$ cat config.mk
export PLATFORM = sky130hd
export DESIGN_NAME = tanh_lut_loader
export DESIGN_NICKNAME = d
export VERILOG_FILES = /design/src/rtl/tanh_lut_loader.sv
export SDC_FILE = /design/constraint.sdc
export NUM_CORES = 1
export LEC_CHECK = 0
export BUFFER_PORTS_ARGS = -buffer_cell sky130_fd_sc_hd__buf_2
export CORE_AREA = 2 2 66 68
export CTS_BUF_LIST = sky130_fd_sc_hd__clkbuf_4 sky130_fd_sc_hd__clkbuf_8
export DETAILED_ROUTE_END_ITERATION = 12
export DIE_AREA = 0 0 68 70
export GPL_ROUTABILITY_DRIVEN = 0
export GPL_TIMING_DRIVEN = 0
export HOLD_SLACK_MARGIN = 0.03
export PLACE_DENSITY = 0.65
export SYNTH_ARGS = -nofsm -noshare
export SYNTH_HDL_FRONTEND = slang
export SYNTH_SLANG_ARGS = --single-unit
$ cat constraint.sdc
create_clock -name clk -period 2.9 [get_ports clk]
set_input_delay 0.29 -clock clk [delete_from_list [all_inputs] [get_ports clk]]
set_output_delay 0.29 -clock clk [all_outputs]
set_load 0.005 [all_outputs]
$ cat src/rtl/tanh_lut_loader.sv
// Streams DEPTH sign-magnitude tanh entries into a LUT RAM. Each write comes one cycle after its
// transfer, and s_ready is the only backpressure. Define TANH_LUT_CHECK_EN to enable entry checking on err.
module tanh_lut_loader #(
    parameter int WIDTH     = 12,
    parameter int FRAC_BITS = 6,
    parameter int ADDR_W    = 9,
    parameter int DEPTH     = 512
) (
    input  logic              clk,
    input  logic              rst,
    input  logic              start,
    input  logic              abort,
    input  logic              s_valid,
    input  logic [WIDTH-1:0]  s_data,
    output logic              s_ready,
    output logic              lut_we,
    output logic [ADDR_W-1:0] lut_addr,
    output logic [WIDTH-1:0]  lut_wdata,
    output logic              busy,
    output logic              done,
    output logic              err,
    output logic [ADDR_W:0]   count
);

    if (DEPTH > (1 << ADDR_W) || FRAC_BITS >= WIDTH) begin : g_param_chk
        $error("tanh_lut_loader: illegal DEPTH/ADDR_W or FRAC_BITS/WIDTH");
    end

    typedef enum logic [1:0] {IDLE, LOAD, FLUSH, DONE} state_t;

    localparam logic [ADDR_W:0] LAST = (ADDR_W+1)'(DEPTH - 1);

    state_t            state_q, state_d;
    logic              lut_we_q, lut_we_d;
    logic [ADDR_W-1:0] lut_addr_q, lut_addr_d;
    logic [WIDTH-1:0]  lut_wdata_q, lut_wdata_d;
    logic [ADDR_W:0]   count_q, count_d;

    logic sess_start;
    logic wr_xfer;

    assign sess_start = (state_q == IDLE || state_q == DONE) && start && !abort;
    // A transfer that coincides with abort is accepted on the wire but never written.
    assign wr_xfer    = (state_q == LOAD) && s_valid && !abort;

    always_comb begin
        state_d     = state_q;
        lut_we_d    = 1'b0;
        lut_addr_d  = lut_addr_q;
        lut_wdata_d = lut_wdata_q;
        count_d     = count_q;
        case (state_q)
            IDLE, DONE: begin
                if (sess_start) begin
                    state_d = LOAD;
                    count_d = '0;
                end
            end
            LOAD: begin
                if (abort) begin
                    state_d = IDLE;
                end else if (s_valid) begin
                    lut_we_d    = 1'b1;
                    lut_addr_d  = count_q[ADDR_W-1:0];
                    lut_wdata_d = s_data;
                    count_d     = count_q + 1'b1;
                    if (count_q == LAST) state_d = FLUSH;
                end
            end
            FLUSH:   state_d = abort ? IDLE : DONE;
            default: state_d = IDLE;
        endcase
    end

    always_ff @(posedge clk or posedge rst) begin
        if (rst) begin
            state_q     <= IDLE;
            lut_we_q    <= 1'b0;
            lut_addr_q  <= '0;
            lut_wdata_q <= '0;
            count_q     <= '0;
        end else begin
            state_q     <= state_d;
            lut_we_q    <= lut_we_d;
            lut_addr_q  <= lut_addr_d;
            lut_wdata_q <= lut_wdata_d;
            count_q     <= count_d;
        end
    end

`ifdef TANH_LUT_CHECK_EN
    localparam logic [WIDTH-2:0] MAG_ONE = (WIDTH-1)'(1 << FRAC_BITS);

    logic             err_q, err_d;
    logic [WIDTH-2:0] prev_mag_q, prev_mag_d;
    logic [WIDTH-2:0] mag;

    assign mag = s_data[WIDTH-2:0];

    // Entries must be non-negative, at most 1.0, and non-decreasing within a session.
    always_comb begin
        err_d      = err_q;
        prev_mag_d = prev_mag_q;
        if (sess_start) begin
            err_d      = 1'b0;
            prev_mag_d = '0;
        end else if (wr_xfer) begin
            prev_mag_d = mag;
            if (s_data[WIDTH-1] || mag > MAG_ONE || mag < prev_mag_q) err_d = 1'b1;
        end
    end

    always_ff @(posedge clk or posedge rst) begin
        if (rst) begin
            err_q      <= 1'b0;
            prev_mag_q <= '0;
        end else begin
            err_q      <= err_d;
            prev_mag_q <= prev_mag_d;
        end
    end

    assign err = err_q;
`else
    assign err = 1'b0;
`endif

    assign s_ready   = (state_q == LOAD);
    assign busy      = (state_q == LOAD) || (state_q == FLUSH);
    assign done      = (state_q == DONE);
    assign lut_we    = lut_we_q;
    assign lut_addr  = lut_addr_q;
    assign lut_wdata = lut_wdata_q;
    assign count     = count_q;

endmodule

Word-level counts from Yosys, hierarchy flattened
Index checks and enable logic that the tools add are counted.

Output and inout bits: 36. Word-level logic and storage cells: 40. Input bits: 17. Register bits: 34.

Equal/unequal tests: 9. Bitwise operators: 1. Add/sub/neg operators: 1. Mux-type cells: 13. Reduce and logical (&&, ||, !) cells: 11.

Operators with widths (number): 2-to-1 mux 10 bit (3); case mux 10 bit (2 select lines) (1); adder 10 x 1 -> 10 bit, second input constant (1); equality test 10 x 9 -> 1 bit, second input constant (1); 2-to-1 mux 2 bit (5); != test 2 bit, second input constant (3); case mux 2 bit (3 select lines) (1); AND reduction 3 bit (2); equality test 2 bit, second input constant (2); AND reduction 4 bit (1); 2-to-1 mux 1 bit (3); != test 3 x 2 -> 1 bit, second input constant (1); != test 3 bit, second input constant (1); equality test 2 x 1 -> 1 bit, second input constant (1); logical AND 1 bit (2); zero test 2 bit (1); logical OR 1 bit (2); nonzero test 2 bit (1); OR reduction 2 bit (1); zero test 1 bit (1); NOT 1 bit (1).

Longest topological paths before layout
Gate-level depths: netlist of run 1.

Word-level depth: 6. Depth in mapped cells: 8. Depth with buffers taken out: 6.

Least setup slack after synthesis of run 1
OpenSTA, ideal clock, no wires.

Path kind: reg2reg. Start point: reg state_q[0]. End point: reg count_q[4], in the netlist count[4]. Cell stages (with the launch flop): 8. Arrival time: 1.977 ns. Library setup time: 0.069 ns. Buffers on the path: 1. Period minus slack after synthesis: 2.046 ns. Setup slack: 0.854 ns. Required time: 2.831 ns. Cells stage by stage: dfrtp_1 inv_1 ha_1 nor2b_1 or3_1 buf_2 or4b_1 nand3_1.

Cells in the longest elaborated chain, start to end: 6. Elaborated cells between the ends (all ways): 13. Classes of those cells: eq/ne (5); mux (1); reduce/logical (7).

RTL lines: from (decl) (RTL line 33) `state_t state_q, state_d;`; from (signal assigned) (RTL line 83) `state_q <= state_d;`; equality test 2 bit / zero test 2 bit (equally long branches) (RTL line 42, 52); logical OR 1 bit (RTL line 42) `assign sess_start = (state_q == IDLE || state_q == DONE) && start && !abort;`; logical AND 1 bit (2 in a row) (RTL line 42); != test 2 bit (no source line); AND reduction 4 bit (no source line); to (signal assigned) (RTL line 87) `count_q <= count_d;`; to (decl) (RTL line 37) `logic [ADDR_W:0] count_q, count_d;`.

Parallel ways exist; a longest one is shown, timed or not. A chain may end at the register's enable or synchronous reset.

Worst setup path in the final report of run 1
Start point: reg state_q[0]. End point: reg lut_wdata_q[11], in the netlist lut_wdata[11].

Cells in the longest elaborated chain, start to end: 2.

RTL lines: equality test 2 x 1 -> 1 bit (RTL line 52) `case (state_q)`; AND reduction 3 bit (no source line); to (signal assigned) (RTL line 86) `lut_wdata_q <= lut_wdata_d;`; to (decl) (RTL line 36) `logic [WIDTH-1:0] lut_wdata_q, lut_wdata_d;`.

No other way between the ends.

==> impl_metrics.yaml, run 1 <==
synthesis:
  ys_types: 30
  netlist_instances: 162
  async_flop_share: 1.00
  yosysSeqAreaShare: 0.541
  syn_nets: 183
  synth_area_um2: 1570
  synth_edf_count: 0
  synth-seq-cells: 34
  yosysWarnings: 0
  syn_avg_cell_area_um2: 9.70
  synthFlopType: "dfrtp_1"
global_routing:
  grt_pass1_wl_um: 5410
  grt_use_met2: 0.233
  global_route.peak_usage_layer: "met2"
  met1_usage: 0.199
  met3_usage: 0.0467
  grt_max_degree: 35
  grt-ovfl-total: 0
  grt_antenna_before_repair: 0
  first_global_vias: 1150
  grtUsageTotal: 0.154
power_and_ir_drop:
  p_int_mw: 1.18
  combinationalPowerShare: 0.325
  swShare: 0.330
  p_switching_uw: 580
  seqPwrFrac: 0.423
  max-vdd-ir-drop_uv: 337
  p_leak_nw: 1.06
  p_per_area_nw_per_um2: 877
  pwr-share-clk: 0.252
flow_run:
  maxCapViolCount: 0
critical_path:
  crit_path_start: "state_q[0]"
  cp.required_ns: 3.12
  critPathKind: "flop to flop"
  path_max_fanout: 10
  setup.worst_path.start_class: "flop"
  rr_worst_depth: 7
  cp-end-kind: "flop"
  arrival_ns: 2.45
  r2r_start: "state_q[0]"
floorplanning:
  core_area_um2: 4140
  fp.dieArea_um2: 4760
  die_h_um: 70
  io_pins: 53
  fp.dieW_um: 68
  num_rows: 24
  initial_core_util: 0.379
timing:
  final_max_slew_viol_count: 0
  fin_crit_sh: 0.767
  timing.fmax_mhz: 450
  rsz0062_at_grt: "false"
  hold_viol: 0
  post-route-min-period_ns: 2.22
  tightest_slew_ns: 0.709
  slew_headroom: 0.527
  clock_skew_ns: 0.00412
  setup-tns-final_ns: 0
  setup_viol: 0
finish:
  layout.cells.most_common: "buf_2"
  drive_gt1_frac: 0.330
  syn_to_final_growth_pct: 27.6
  final_cell_mix: "52 x buf_2, 44 x nand2_1, 34 x dfrtp_1"
  n_fill_cell: 420
  final_area_um2: 2010
  antenna_cells: 0
  nNetsFinal: 241
clock_network:
  post_cts_buffers: 0
  clock_path_buffers: 2
  tritoncts: "yes"
  path_clk_slew_ns: 0.07
  cts_sinks: 34
  cts_root_buffer: "clkbuf_8"
  ctsResizeCount: 0
  htreeDepth: 2
  ctsHoldBuffers: 0
  numCtsBuffers: 5
  clkLatencyLatePin_ns: 0.29
route:
  antenna_left: 0
  drtIter0Drc: 106
  routed_wirelength_um: 3440
  vias: 1342
  first_pass_iters: 4
  wl_per_cell_um: 12.6
  drc: 0
  post_drt_via_cell_ratio: 4.92
placed_design:
  io_buffers: 51
  hpwlAfterDp_um: 2400
  dpl_cell_area_um2: 1890
status:
  status: "completed"
worst_hold_path:
  hold_path.class: "primary input to asynchronous set/reset pin"
layer usage:
metal | share of wire | wire, um | vias to the layer above
li1 | - | - | 674
met1 | 0.45 | 1560 | 631
met2 | 0.48 | 1640 | 30
met3 | 0.049 | 170 | 7
met4 | 0.022 | 74 | 0
met5 | 0 | 0 | -
sequential cells by signal, indices dropped and copies added, names as in the netlist:
register and cells:
count 10, lut_addr 9, lut_wdata 12, lut_we 1, state_q 2
Yosys cell counts, types with 4 or more instances:
master	count	area [um^2]
nand2_1	44	165
mux2_2	10	113
nor3_1	4	20.0
clkbuf_1	5	18.8
inv_1	6	22.5
nor2_1	4	15.0
ha_1	4	50.1
o21ai_0	5	25.0
a21oi_1	7	35.0
nand3_1	13	65.1
dfrtp_1	34	851
final timing paths:
check                                 to  slack, ns
setup reg to reg           lut_wdata[11]       0.68
min in group clk            lut_wdata[8]       0.19
hold reg to reg             lut_wdata[0]       0.47
max in group asynchronous    lut_addr[0]       2.33
setup / recovery           lut_wdata[11]       0.68
hold / removal                  count[7]       0.12
cells by family (layout without fill, tap and decap cells):
| group | count (synthesis) | count (layout) | share of synthesized area |
|---|---|---|---|
| muxes | 11 | 11 | 0.0780 |
| adders and majority gates | 4 | 4 | 0.0318 |
| AOI/OAI and AO/OA | 21 | 21 | 0.0820 |
| other | 1 | 1 | 0.00239 |
| DFF | 34 | 34 | 0.541 |
| buffers and inverters | 14 | 73 | 0.0390 |
| and+or+nand+nor | 77 | 77 | 0.225 |
worst max-delay path, stage by stage, from the launching register on:
cell and delay [ns]:
dfrtp_1 0.43, ha_1 0.23, buf_4 0.16, nand3b_1 0.24, clkbuf_1 0.50, clkbuf_1 0.41
nand2_1 0.10, nand2_1 0.08
cell type report:
class	count	area, um^2	area share
timing repair buffer	51	255	0.127
sequential	34	851	0.424
buffer	8	38.8	0.0193
clock inverter	1	30.0	0.0150
tap	52	65.1	0.0324
multi-input combinational	114	659	0.329
clock buffer	7	83.8	0.0418
inverter	6	22.5	0.0112
power by group through the flow:
| stage | Combinational, mW | Sequential [mW] | Clock (mW) |
|---|---|---|---|
| 2_1_floorplan | 0.322 | 0.756 | 0 |
| 3_3_place_gp | 0.570 | 0.744 | 0 |
| 3_5_place_dp | 0.580 | 0.750 | 0 |
| 4_1_cts | 0.579 | 0.743 | 0.455 |
| 5_1_grt | 0.644 | 0.769 | 0.474 |
| 6_report | 0.572 | 0.744 | 0.442 |
per-stage QoR:
step	std cells	hold WS, ns	worst slack (ns)	power, mW	util
finish	273	0.118	0.677	1.76	0.484
global route	273	0.173	0.469	1.89	0.484
CTS	273	0.182	0.646	1.78	0.484
detailed placement	265	0.459	0.660	1.33	0.457
global placement	265	0.454	0.702	1.31	0.457
floorplan	162	0.395	0.854	1.08	-
Note: power is estimated with default switching activity, not from simulation.
==> inputs of run 2 (changes only) <==
==> constraint.sdc (replaced) <==
create_clock -name clk -period 2.1 [get_ports clk]
set_input_delay 0.21 -clock clk [delete_from_list [all_inputs] [get_ports clk]]
set_output_delay 0.21 -clock clk [all_outputs]
set_load 0.005 [all_outputs]
==> run 2 against run 1 <==
Effect of this change: cell count up 1.1%; clock skew increased by 0.00055 ns; via count hardly changed; critical path depth stayed put; non-clock buffer count is 3 higher; global-route usage rose by 0.56 points; wire length grew 1.9%; hold slack got worse by 0.084 ns; clock power is 39% higher; largest power group unchanged.
==> impl_metrics.yaml, run 2 (same netlist as run 1, synthesis figures left out) <==
clock_network:
  cts_sinks: 34
  cts_root_buffer: "clkbuf_8"
  clock_path_buffers: 2
  numCtsBuffers: 5
  clkLatencyLatePin_ns: 0.29
  htreeDepth: 2
  ctsHoldBuffers: 0
  path_clk_slew_ns: 0.07
  tritoncts: "yes"
critical_path:
  path_max_fanout: 7
  r2r_start: "state_q[1]"
  setup.reg_to_reg.worst_slack_ns: 0.07
  rr_worst_depth: 7
  critPathKind: "flop to flop"
  reg2reg_to: "count[4]"
  cp-end-kind: "flop"
  arrival_ns: 2.26
  setup.worst_path.start_class: "flop"
  cp.required_ns: 2.33
finish:
  syn_to_final_growth_pct: 31.9
  multi_input_area_um2: 686
  layout.cells.most_common: "buf_2"
  final_cell_mix: "51 x buf_2, 44 x nand2_1, 34 x dfrtp_1"
  antenna_cells: 0
  final_cells: 276
  drive_gt1_frac: 0.371
  nNetsFinal: 244
  n_fill_cell: 415
  largest_register_ffs: 12
  ff_latch_area_um2: 851
floorplanning:
  io_pins: 53
  initial_core_util: 0.379
  fp.dieW_um: 68
  die_h_um: 70
  core_area_um2: 4140
  num_rows: 24
  fp.dieArea_um2: 4760
timing:
  setup_viol: 0
  setup_slack_ns: 0.0695
  final_max_slew_viol_count: 0
  setup-tns-final_ns: 0
  hold_viol: 0
  fin_crit_sh: 0.967
  timing.fmax_mhz: 492
  tightest_slew_ns: 0.704
  post-route-min-period_ns: 2.03
  holdWs_ns: 0.0334
  slew_headroom: 0.530
  clock_skew_ns: 0.00467
route:
  wl_met2_um: 1690
  m1WireLength_um: 1570
  vias: 1343
  first_pass_iters: 4
  routed.top_layer: "met4"
  post_drt_via_cell_ratio: 4.87
  antenna_left: 0
  met3WireLength_um: 167
  routed_wirelength_um: 3510
  wl_per_cell_um: 12.7
  drc: 0
  drtIter0Drc: 100
placed_design:
  io_buffers: 51
  hpwlAfterDp_um: 2400
  place_ws_ns: -0.140
  post-place-cells: 265
global_routing:
  first_global_vias: 1210
  grtUsageTotal: 0.160
  grt-ovfl-total: 0
  grt_antenna_before_repair: 0
  grt_pass1_wl_um: 5620
  grt_max_degree: 35
power_and_ir_drop:
  p_total_mw: 2.51
  p_per_area_nw_per_um2: 1210
  p_leak_nw: 1.09
  max-vdd-ir-drop_uv: 472
worst_hold_path:
  hold_path.class: "primary input to asynchronous set/reset pin"
status:
  status: "completed"
flow_run:
  maxCapViolCount: 0
## run 2: cell count changes in the layout (fill, tap and decap cells not counted), sizes merged
| cell | change |
|---|---|
| buf | +4 |
| clkbuf | -1 |
## run 2: how the worst max path moves through the flow
| stage | startpoint | to | slack (ns) | cells past startpoint |
|---|---|---|---|---|
| floorplan | state_q[0] | count[4] | 0.05 | 7 |
| finish | state_q[1] | count[4] | 0.07 | 7 |
| global placement | state_q[1] | lut_wdata[6] | -0.1 | 8 |
| CTS | state_q[0] | count[5] | 0.005 | 7 |
| global route | state_q[1] | count[4] | -0.001 | 7 |
| detailed placement | state_q[0] | lut_wdata[5] | -0.14 | 7 |
## run 2: area by class of cell
class | instances | share of cell area
multi-input combinational | 114 | 0.331
tap | 52 | 0.0314
sequential | 34 | 0.410
timing repair buffer | 55 | 0.139
clock buffer | 7 | 0.0404
buffer | 7 | 0.0223
inverter | 6 | 0.0109
clock inverter | 1 | 0.0145
## run 2: routing by layer
layer	track usage	vias up
li1	-	676
met1	0.201	631
met2	0.249	29
met3	0.0467	7
met4	0.0733	0
met5	0	-
## run 2: critical path, cell delays in order, from the launching register on
cell     delay, ns
dfrtp_1       0.40
buf_6         0.13
ha_4          0.30
mux2i_2       0.08
or3_1         0.39
buf_6         0.14
or4b_1        0.46
nand3_1       0.08
## run 2: repair_timing
item,CTS,global route
pin swaps,0,7
endpoints found under the setup margin,19,12
buffers inserted,3,1
resized for setup,3,8
## run 2: where the power goes
part           leakage (nW)  total, mW  internal [mW]  switching (mW)
clock network        0.0593      0.614          0.381           0.233
logic                 0.593      0.871          0.437           0.435
registers             0.437       1.02          0.870           0.153
total                  1.09       2.51           1.69           0.820
## run 2: per-stage QoR
step,utilization,instance area [um^2]
2_1_floorplan,-,1570
6_report,0.500,2070
3_3_place_gp,0.457,1890
5_1_grt,0.500,2070
3_5_place_dp,0.457,1890
4_1_cts,0.493,2040
==> inputs of run 3 (changes only) <==
==> config.mk (replaced) <==
export PLATFORM = sky130hd
export DESIGN_NAME = tanh_lut_loader
export DESIGN_NICKNAME = d
export VERILOG_FILES = /design/src/rtl/tanh_lut_loader.sv
export SDC_FILE = /design/constraint.sdc
export NUM_CORES = 1
export LEC_CHECK = 0
export CORE_AREA = 2 2 66 68
export CTS_BUF_LIST = sky130_fd_sc_hd__clkbuf_4 sky130_fd_sc_hd__clkbuf_8
export DETAILED_ROUTE_END_ITERATION = 12
export DIE_AREA = 0 0 68 70
export DONT_BUFFER_PORTS = 1
export GPL_ROUTABILITY_DRIVEN = 0
export GPL_TIMING_DRIVEN = 0
export HOLD_SLACK_MARGIN = 0.03
export PLACE_DENSITY = 0.54
export SYNTH_ARGS = -nofsm -noshare
export SYNTH_HDL_FRONTEND = slang
export SYNTH_SLANG_ARGS = --single-unit
==> run 3 against run 2 <==
Effect of this change: critical path depth did not move; non-clock buffer count fell by 42; critical endpoint unchanged; register-to-register slack got worse by 0.02 ns; clock power fell by 2%; final area fell by 7.6%; maximum frequency fell by 0.78%; sequential power rose by 6%.
==> impl_metrics.yaml, run 3 (same netlist as run 1, synthesis figures left out) <==
worst_hold_path:
  hold_end: "lut_wdata[9]"
  hp-start: "s_data[9]"
  min_path_cells: 2
  hold_path.class: "primary input to flop"
timing:
  setup_viol: 0
  final_max_slew_viol_count: 0
  post-route-min-period_ns: 2.05
  timing.fmax_mhz: 489
  rsz0062_at_grt: "false"
  hold_viol: 0
  slew_headroom: 0.527
  clock_skew_ns: 0.00832
  tightest_slew_ns: 0.709
  fin_crit_sh: 0.975
finish:
  antenna_cells: 0
  n_fill_cell: 399
  multi_input_area_um2: 702
  final_cells: 233
  drive_gt1_frac: 0.193
  nNetsFinal: 202
  largest_register_ffs: 12
  ff_latch_area_um2: 851
  layout.cells.most_common: "nand2_1"
  final_cell_mix: "44 x nand2_1, 34 x dfrtp_1, 13 x nand3_1"
  syn_to_final_growth_pct: 21.9
critical_path:
  crit_path_cell_trace: "ha_4 > buf_6 > mux2i_2 > or3_1 > buf_6 > or4b_1 > nand3_1"
  reg2reg_to: "count[4]"
  arrival_ns: 2.26
  cp.required_ns: 2.32
  cp_slowest_cell: "or4b_1"
  cp_common_cell: "buf_6"
  cp_top_family: "simple AND/OR/NAND/NOR gates"
  setup.worst_path.start_class: "flop"
  cp_num_buf_inv: 2
  r2r_start: "state_q[0]"
  rr_worst_depth: 7
  path_max_fanout: 9
  setup.reg_to_reg.worst_slack_ns: 0.05
  critPathMaxStageDelay_ns: 0.46
  cp-end-kind: "flop"
  critPathKind: "flop to flop"
clock_network:
  cts_sinks: 34
  clkLatencyLatePin_ns: 0.28
  path_clk_slew_ns: 0.07
  htreeDepth: 2
  numCtsBuffers: 5
  cts_root_buffer: "clkbuf_8"
  tritoncts: "yes"
  clock_path_buffers: 2
placed_design:
  hpwlAfterDp_um: 2420
  post-place-cells: 214
  io_buffers: 0
power_and_ir_drop:
  p_switching_uw: 777
  p_per_area_nw_per_um2: 1220
  swShare: 0.333
  pwr-share-clk: 0.258
  p_int_mw: 1.56
  p_total_mw: 2.33
  seqPwrFrac: 0.464
  p_leak_nw: 0.897
  max-vdd-ir-drop_uv: 541
  combinationalPowerShare: 0.278
route:
  wl_per_cell_um: 15.3
  routed_wirelength_um: 3570
  first_pass_iters: 4
  antenna_left: 0
  vias: 1240
  drc: 0
  drtIter0Drc: 109
  post_drt_via_cell_ratio: 5.32
floorplanning:
  initial_core_util: 0.379
  die_h_um: 70
  num_rows: 24
  core_area_um2: 4140
  io_pins: 53
  fp.dieArea_um2: 4760
  fp.dieW_um: 68
global_routing:
  grt_max_degree: 35
  grt_antenna_before_repair: 0
  first_global_vias: 1182
  grtUsageTotal: 0.160
  grt-ovfl-total: 0
  grt_pass1_wl_um: 5650
flow_run:
  maxCapViolCount: 0
status:
  status: "completed"
run 3: through the flow:
step           hold WS, ns  cell area, um^2   util  worst slack [ns]  setup TNS (ns)
2_1_floorplan        0.315             1570      -            0.0545               0
3_3_place_gp         0.319             1640  0.395            -0.105           -1.13
3_5_place_dp         0.323             1640  0.395            -0.189           -2.13
4_1_cts             0.0303             1840  0.445           0.00334               0
5_1_grt             0.0326             1920  0.462           0.00442               0
6_report            0.0394             1920  0.462            0.0535               0
run 3: power groups by stage:
stage	Sequential [mW]	Combinational, mW	Clock, mW
6_report	1.08	0.649	0.601
3_5_place_dp	1.10	0.544	0
2_1_floorplan	1.04	0.444	0
5_1_grt	1.12	0.735	0.658
4_1_cts	1.08	0.600	0.619
3_3_place_gp	1.09	0.519	0
run 3: how the worst max path moves through the flow:
stage	cells after the start	end	start	slack [ns]
5_1_grt	8	count[4]	state_q[1]	0.004
3_3_place_gp	7	lut_wdata[8]	state_q[0]	-0.11
2_1_floorplan	7	count[4]	state_q[0]	0.05
6_report	7	count[4]	state_q[0]	0.05
3_5_place_dp	7	lut_wdata[4]	state_q[0]	-0.19
4_1_cts	7	count[4]	state_q[1]	0.003
run 3: final cells by class:
class	instances	area share
Clock buffer	6	0.0431
Buffer	8	0.0268
Inverter	6	0.0118
Timing Repair Buffer	12	0.0581
Sequential cell	34	0.444
Clock inverter	1	0.0157
Tap cell	52	0.0340
Multi-Input combinational cell	114	0.366
run 3: what timing repair did:
action                                  in CTS  in global routing
setup buffers                                3                  2
hold endpoints to repair                     5                 35
pin swaps                                    0                  6
hold buffers                                 5                  2
resized for setup                            5                 11
endpoints found under the setup margin      19                 14
run 3: layer usage:
layer / part of all wire / GRT usage / vias up
met5: 0 / 0 / -
met4: 0.017 / 0.0778 / 0
met3: 0.074 / 0.0483 / 4
met2: 0.49 / 0.234 / 52
met1: 0.42 / 0.213 / 595
li1: - / - / 589
